File: config.mk
export PLATFORM = sky130hd
export DESIGN_NAME = flit_injector
export DESIGN_NICKNAME = d
export VERILOG_FILES = /design/src/rtl/flit_injector.sv
export SDC_FILE = /design/constraint.sdc
export NUM_CORES = 1
export LEC_CHECK = 0
export CELL_PAD_IN_SITES_DETAIL_PLACEMENT = 0
export CELL_PAD_IN_SITES_GLOBAL_PLACEMENT = 2
export CORE_ASPECT_RATIO = 1.5
export CORE_MARGIN = 2
export CORE_UTILIZATION = 30
export DETAILED_ROUTE_END_ITERATION = 6
export MAX_ROUTING_LAYER = met4
export PLACE_DENSITY = 0.79
export SYNTH_ARGS = -nofsm -noshare
export SYNTH_HDL_FRONTEND = slang
export SYNTH_SLANG_ARGS = --single-unit
File: constraint.sdc
create_clock -name clk -period 4.71 [get_ports clk]
set_clock_uncertainty 0.2 [all_clocks]
set_input_delay 0.471 -clock clk [delete_from_list [all_inputs] [get_ports clk]]
set_output_delay 0.471 -clock clk [all_outputs]
set_load 0.01 [all_outputs]
File: src/rtl/flit_injector.sv
// Injection queue between a local flit generator and a router input port.
// Queued flits age every cycle so the router's age-priority comparator can favour old traffic.
module flit_injector #(
    parameter int NODE_ID = 0,
    parameter int DEPTH   = 4
) (
    input  logic        clk,
    input  logic        rst,
    input  logic        gen_valid,
    input  logic [3:0]  gen_dest,
    output logic        gen_ready,
    input  logic        inj_slot_free,
    output logic [12:0] control_out,
    output logic        inj_fire,
    output logic [3:0]  occupancy,
    output logic        age_sat
);

    localparam int          PW  = (DEPTH > 1) ? $clog2(DEPTH) : 1;
    localparam logic [3:0]  SRC = 4'(NODE_ID);
    localparam logic [3:0]  CAP = 4'(DEPTH);

    logic [3:0]    dest_q [DEPTH];
    logic [3:0]    age_q  [DEPTH];
    logic [PW-1:0] rd_ptr;
    logic [PW-1:0] wr_ptr;
    logic [3:0]    count;
    logic          push;
    logic          pop;
    logic          not_empty;

    function automatic logic [3:0] age_inc(input logic [3:0] a);
        return (a == 4'hF) ? a : a + 4'd1;
    endfunction

    assign not_empty   = (count != 4'd0);
    assign gen_ready   = (count < CAP);
    assign control_out = not_empty ? {1'b1, dest_q[rd_ptr], SRC, age_q[rd_ptr]} : 13'h0000;
    assign inj_fire    = control_out[12] && inj_slot_free;
    assign age_sat     = control_out[12] && (control_out[3:0] == 4'hF);
    assign occupancy   = count;
    assign push        = gen_valid && gen_ready;
    assign pop         = inj_fire;

    always_ff @(posedge clk or posedge rst) begin
        if (rst) begin
            rd_ptr <= '0;
            wr_ptr <= '0;
            count  <= 4'd0;
        end else begin
            if (push) wr_ptr <= wr_ptr + PW'(1);
            if (pop)  rd_ptr <= rd_ptr + PW'(1);
            case ({push, pop})
                2'b10:   count <= count + 4'd1;
                2'b01:   count <= count - 4'd1;
                default: count <= count;
            endcase
        end
    end

    // Slots outside the occupied window also age, but any slot is cleared to age 0 when written,
    // so only resident entries are ever observed.
    always_ff @(posedge clk) begin
        for (int i = 0; i < DEPTH; i++) begin
            if (push && (wr_ptr == PW'(i))) begin
                dest_q[i] <= gen_dest;
                age_q[i]  <= 4'h0;
            end else begin
                age_q[i]  <= age_inc(age_q[i]);
            end
        end
    end

endmodule

* Word level (Yosys, flattened, before mapping)
Memory sizes are Yosys's and may differ from the RTL's. Index checks and enable logic that the tools add are counted.
Word-level totals: register bits 8, memory bits (writable) 32, memories 2, input port bits 8
Memories:
- age_q | words 4, width 4, rd ports 5, clocked after memory_dff 0, write ports 4, line 24 | logic [3:0] age_q [DEPTH];
- dest_q | words 4, width 4, rd ports 1, clocked after memory_dff 0, write ports 1, line 23 | logic [3:0] dest_q [DEPTH];
Cells by class: equality and inequality tests 10, add/sub/neg operators 8, reductions and logical operators 13, muxes and demuxes 31, bitwise logic cells 4, order comparisons 1
Operator list (count):
- 4-bit two-way mux | 11
- 4-bit by 1-bit adder with 4-bit output, second input constant | 5
- 4-bit equality test, second input constant | 5
- 1-bit two-way mux | 15
- 13-bit two-way mux | 1
- 4-bit OR reduction | 3
- 4-bit case mux with 2 select lines | 1
- 1-bit logical AND | 7
- 2-bit equality test, second input constant | 3
- 2-bit two-way mux | 3
- 2-bit by 1-bit adder with 2-bit output, second input constant | 2
- 2-bit by 1-bit equality test with 1-bit output, second input constant | 2
- 4-bit by 3-bit less-than comparator with 1-bit output, second input constant | 1
- 1-bit OR | 4
- 4-bit nonzero test | 1
- 4-bit by 1-bit subtractor with 4-bit output, second input constant | 1
- 2-bit zero test | 1
- 2-bit nonzero test | 1

* Depth between registers and ports, before layout
word-level depth 9, mapped depth 10, gate-level depth less buffers 10

* Worst setup path after synthesis
No wires, ideal clock.
kind reg2reg, start register count[0], in the netlist occupancy[0], end register count[2], in the netlist occupancy[2], arrival 2.350 ns, stages on the path, launching flop included 11, required time 4.379 ns, slack 2.029 ns, setup time 0.131 ns, cells stage by stage dfrtp_1 > or4_4 > buf_6 > and2_4 > ha_1 > xor2_1 > ha_1 > a21oi_1 > xor2_1 > nor2_1 > xor2_1
On the way: longest elaborated chain between the ends 5, elaborated cells on any way between the ends 11, classes of those cells add/sub: 2; order compare: 1; eq/ne: 2; mux: 2; reduce/logical: 4
Ends and longest elaborated chain:
- start: declaration | line 27 | logic [3:0] count;
- start signal: assignment | line 54 | 2'b10: count <= count + 4'd1;
- start signal: assignment | line 55 | 2'b01: count <= count - 4'd1;
- start signal: assignment | line 56 | default: count <= count;
- 4-bit nonzero test * | line 36 | assign not_empty = (count != 4'd0);
- net not_empty | line 30 | logic not_empty;
- 13-bit two-way mux * | line 38 | assign control_out = not_empty ? {1'b1, dest_q[rd_ptr], SRC, age_q[rd_ptr]} : 13'h0000;
- 1-bit logical AND * | line 39 | assign inj_fire = control_out[12] && inj_slot_free;
- net inj_fire | line 14 | output logic inj_fire,
- 2-bit by 1-bit equality test with 1-bit output or 2-bit equality test (tied branches) | line 53 | case ({push, pop})
- 4-bit case mux with 2 select lines or 2-bit nonzero test (tied branches)
Mark *: on every way through the listed nets, which the timed path passes. The rest lies on a longest branch. A chain may end at the register's enable or synchronous reset.

* Worst setup path after layout
start register rd_ptr[0], end output port age_sat
On the way: longest elaborated chain between the ends 4
Ends and longest elaborated chain:
- start: declaration | line 25 | logic [PW-1:0] rd_ptr;
- start signal: assignment | line 52 | if (pop) rd_ptr <= rd_ptr + PW'(1);
- memory read 4 x 4 bit
- 13-bit two-way mux | line 38
- 4-bit equality test | line 40 | assign age_sat = control_out[12] && (control_out[3:0] == 4'hF);
- 1-bit logical AND | line 40
- end: declaration | line 16 | output logic age_sat
Every way passes these cells.

==> flow_summary.toml <==
[place]
place.gp.congestion = 0.748
io_buffers = 23
hpwlAfterDp_um = 2790
place_area_um2 = 2220

[routing]
drc = 0
firstDrtPassIters = 4
drt_iter0_drc = 32
vias = 1258
drtAntennaViolNets = 0
wl_um = 3570
via_per_inst = 4.77
wl_per_cell_um = 13.5

[global_route]
grt_max_degree = 14
grt-ovfl-total = 0
grtUsageTotal = 0.108
grt_pass1_wl_um = 5750
grt_pass1_vias = 1196
use_met3 = 0.0235
grt-busiest-layer = "met2"
met2_usage = 0.199
grt.met1_usage = 0.108
antenna_found_initial = 0

[yosys]
synth_edf_count = 16
synth_top_area_cell = "edfxtp_1"
async_flop_share = 0.200
synth_seq_area_share = 0.512
syn_area_um2 = 1950
ys_top_cells_by_area = "edfxtp_1 (25%), dfxtp_1 (16%), dfrtp_1 (10%)"
ys_ff_latch = 40
synth_cell_types = 32
synth_cells = 166
avgSynthCellArea_um2 = 11.8
yosys_warnings = 0
synth_top_area_frac = 0.246
synthFlopType = "edfxtp_1"

[floorplan]
fp.dieW_um = 69.9
die_y_um = 103
fp.coreArea_um2 = 6400
initial_core_util = 0.306
rows = 36
dieArea_um2 = 7190
io-pin-count = 28

[clocking]
path_clk_slew_ps = 80
cts_buffer_depth = 2
htreeDepth = 2
cts_resized = 0
clock_latency_ps = 300
root_buffer = "clkbuf_8"
clock-sinks = 40
ctsHoldBuffers = 0
cts_made_buffers = 5
cts_tree = "yes"
post-cts-setup-buffers = 0

[timing]
min_period_ps = 3030
finalHoldViolations = 0
period_share = 0.644
slew_headroom = 0.618
setup_violations = 0
drv_slew = 0
rsz0062_at_grt = "no"
timing.setup.tns_ps = 0
tightest_slew_ps = 573
max_freq_mhz = 330

[run]
cap_violations = 0

[power_and_ir_drop]
total_power_w = 0.00167
power.density_nw_per_um2 = 727
leakage_nw = 0.899
vdd_drop_max_v = 0.000255

[final_layout]
final_cell_mix = "clkdlybuf4s50_1 (23), nor2_1 (22), dfxtp_1 (16), edfxtp_1 (16), ha_1 (11)"
drive_above_1_share = 0.101
antenna_cells = 0
final_nets = 206
final_area_um2 = 2300
fill_cells = 659
syn2layout_area_growth_pct = 17.7
final_util = 0.360
layout_commonest_cell = "clkdlybuf4s50_1"

[setup_path]
worstPathMaxFanout = 10
critPathKind = "reg -> out"
cpPeakStageDelay_ps = 710
crit_required_ps = 4040
slowest_stage = "dfrtp_1"
crit_buf_inv = 1
cp_num_cells = 4
timing.critical_path.cells = "mux4_2 -> and2_1 -> and4_1 -> clkdlybuf4s50_1"
reg2reg_depth = 9
cp_top_family = "flip-flops"
startpoint_type = "register"
end_kind = "primary output"
worstPathArrival_ps = 2360

[run_status]
status = "complete, no violations"

[hold_path]
holdCritPathClass = "in -> async"
## flip-flops by register name (all words and copies together) (netlist names)
| name | count |
|---|---|
| wr_ptr | 2 |
| rd_ptr | 2 |
| dest_q | 16 |
| occupancy | 4 |
| age_q | 16 |
## cell usage after synthesis, types with 6 or more instances
master    instances
xnor2_1           8
and2_1            9
mux4_2            8
nor2_1           22
dfxtp_1          16
dfrtp_1           8
nand3_1           8
buf_4             6
edfxtp_1         16
nand2_1           6
ha_1             11
## final cells by class
class	count	area, um^2	share of cell area
Multi-Input combinational cell	113	875	0.380
Tap cell	76	95.1	0.0413
Timing Repair Buffer	23	230	0.100
Sequential cell	40	1000	0.435
Clock buffer	6	72.6	0.0315
Clock inverter	2	12.5	0.00544
Inverter	4	15.0	0.00653
## worst paths after layout
kind                                     startpoint                  endpoint  slack [ps]
max reg2reg                occupancy[0]$_DFFE_PP0P_  occupancy[2]$_DFFE_PP0P_        1990
min                                             rst  occupancy[0]$_DFFE_PP0P_         230
min reg2reg                age_q[2][3]$_SDFFE_PP0P_  age_q[2][3]$_SDFFE_PP0P_         330
min in group clk           age_q[2][3]$_SDFFE_PP0P_  age_q[2][3]$_SDFFE_PP0P_         330
max in group asynchronous                       rst     wr_ptr[0]$_DFFE_PP0P_        3820
max                           rd_ptr[0]$_DFFE_PP0P_                   age_sat        1680
## worst register-to-register path, delay by kind of cell, from the launching register on
| kind | cells | cell delay, ps |
|---|---|---|
| flops | 1 | 450 |
| fa+ha+maj | 2 | 440 |
| simple gates | 3 | 890 |
| xor+xnor | 3 | 460 |
| compound gates | 1 | 150 |
## logic make-up after synthesis
group / count (synthesis) / synth area share
AOI/OAI and AO/OA: 12 / 0.0397
xor gates and xnor gates: 12 / 0.0538
adders and majority gates: 11 / 0.0704
buffers and inverters: 16 / 0.0461
DFF: 40 / 0.512
muxes: 13 / 0.118
other: 1 / 0.00192
and+or+nand+nor: 61 / 0.157
## power breakdown
part | internal (W) | switching [W]
Combinational | 0.000466 | 0.000313
Sequential | 0.000491 | 0.000180
Clock | 0.000104 | 0.000120
Total | 0.00106 | 0.000613
## routing by layer
layer / wire length [um] / share of wire
met1: 1360 / 0.38
met2: 2030 / 0.57
met3: 109 / 0.031
met4: 74 / 0.021
met5: 0 / 0
## metrics by stage
step	setup WS, ps	instances	hold slack (ps)
6_report	1680	264	227
5_1_grt	1540	264	270
4_1_cts	1630	264	239
3_3_place_gp	1960	256	318
3_5_place_dp	1960	256	313
2_1_floorplan	2030	169	86.7
Note: power is estimated with default switching activity, not from simulation.
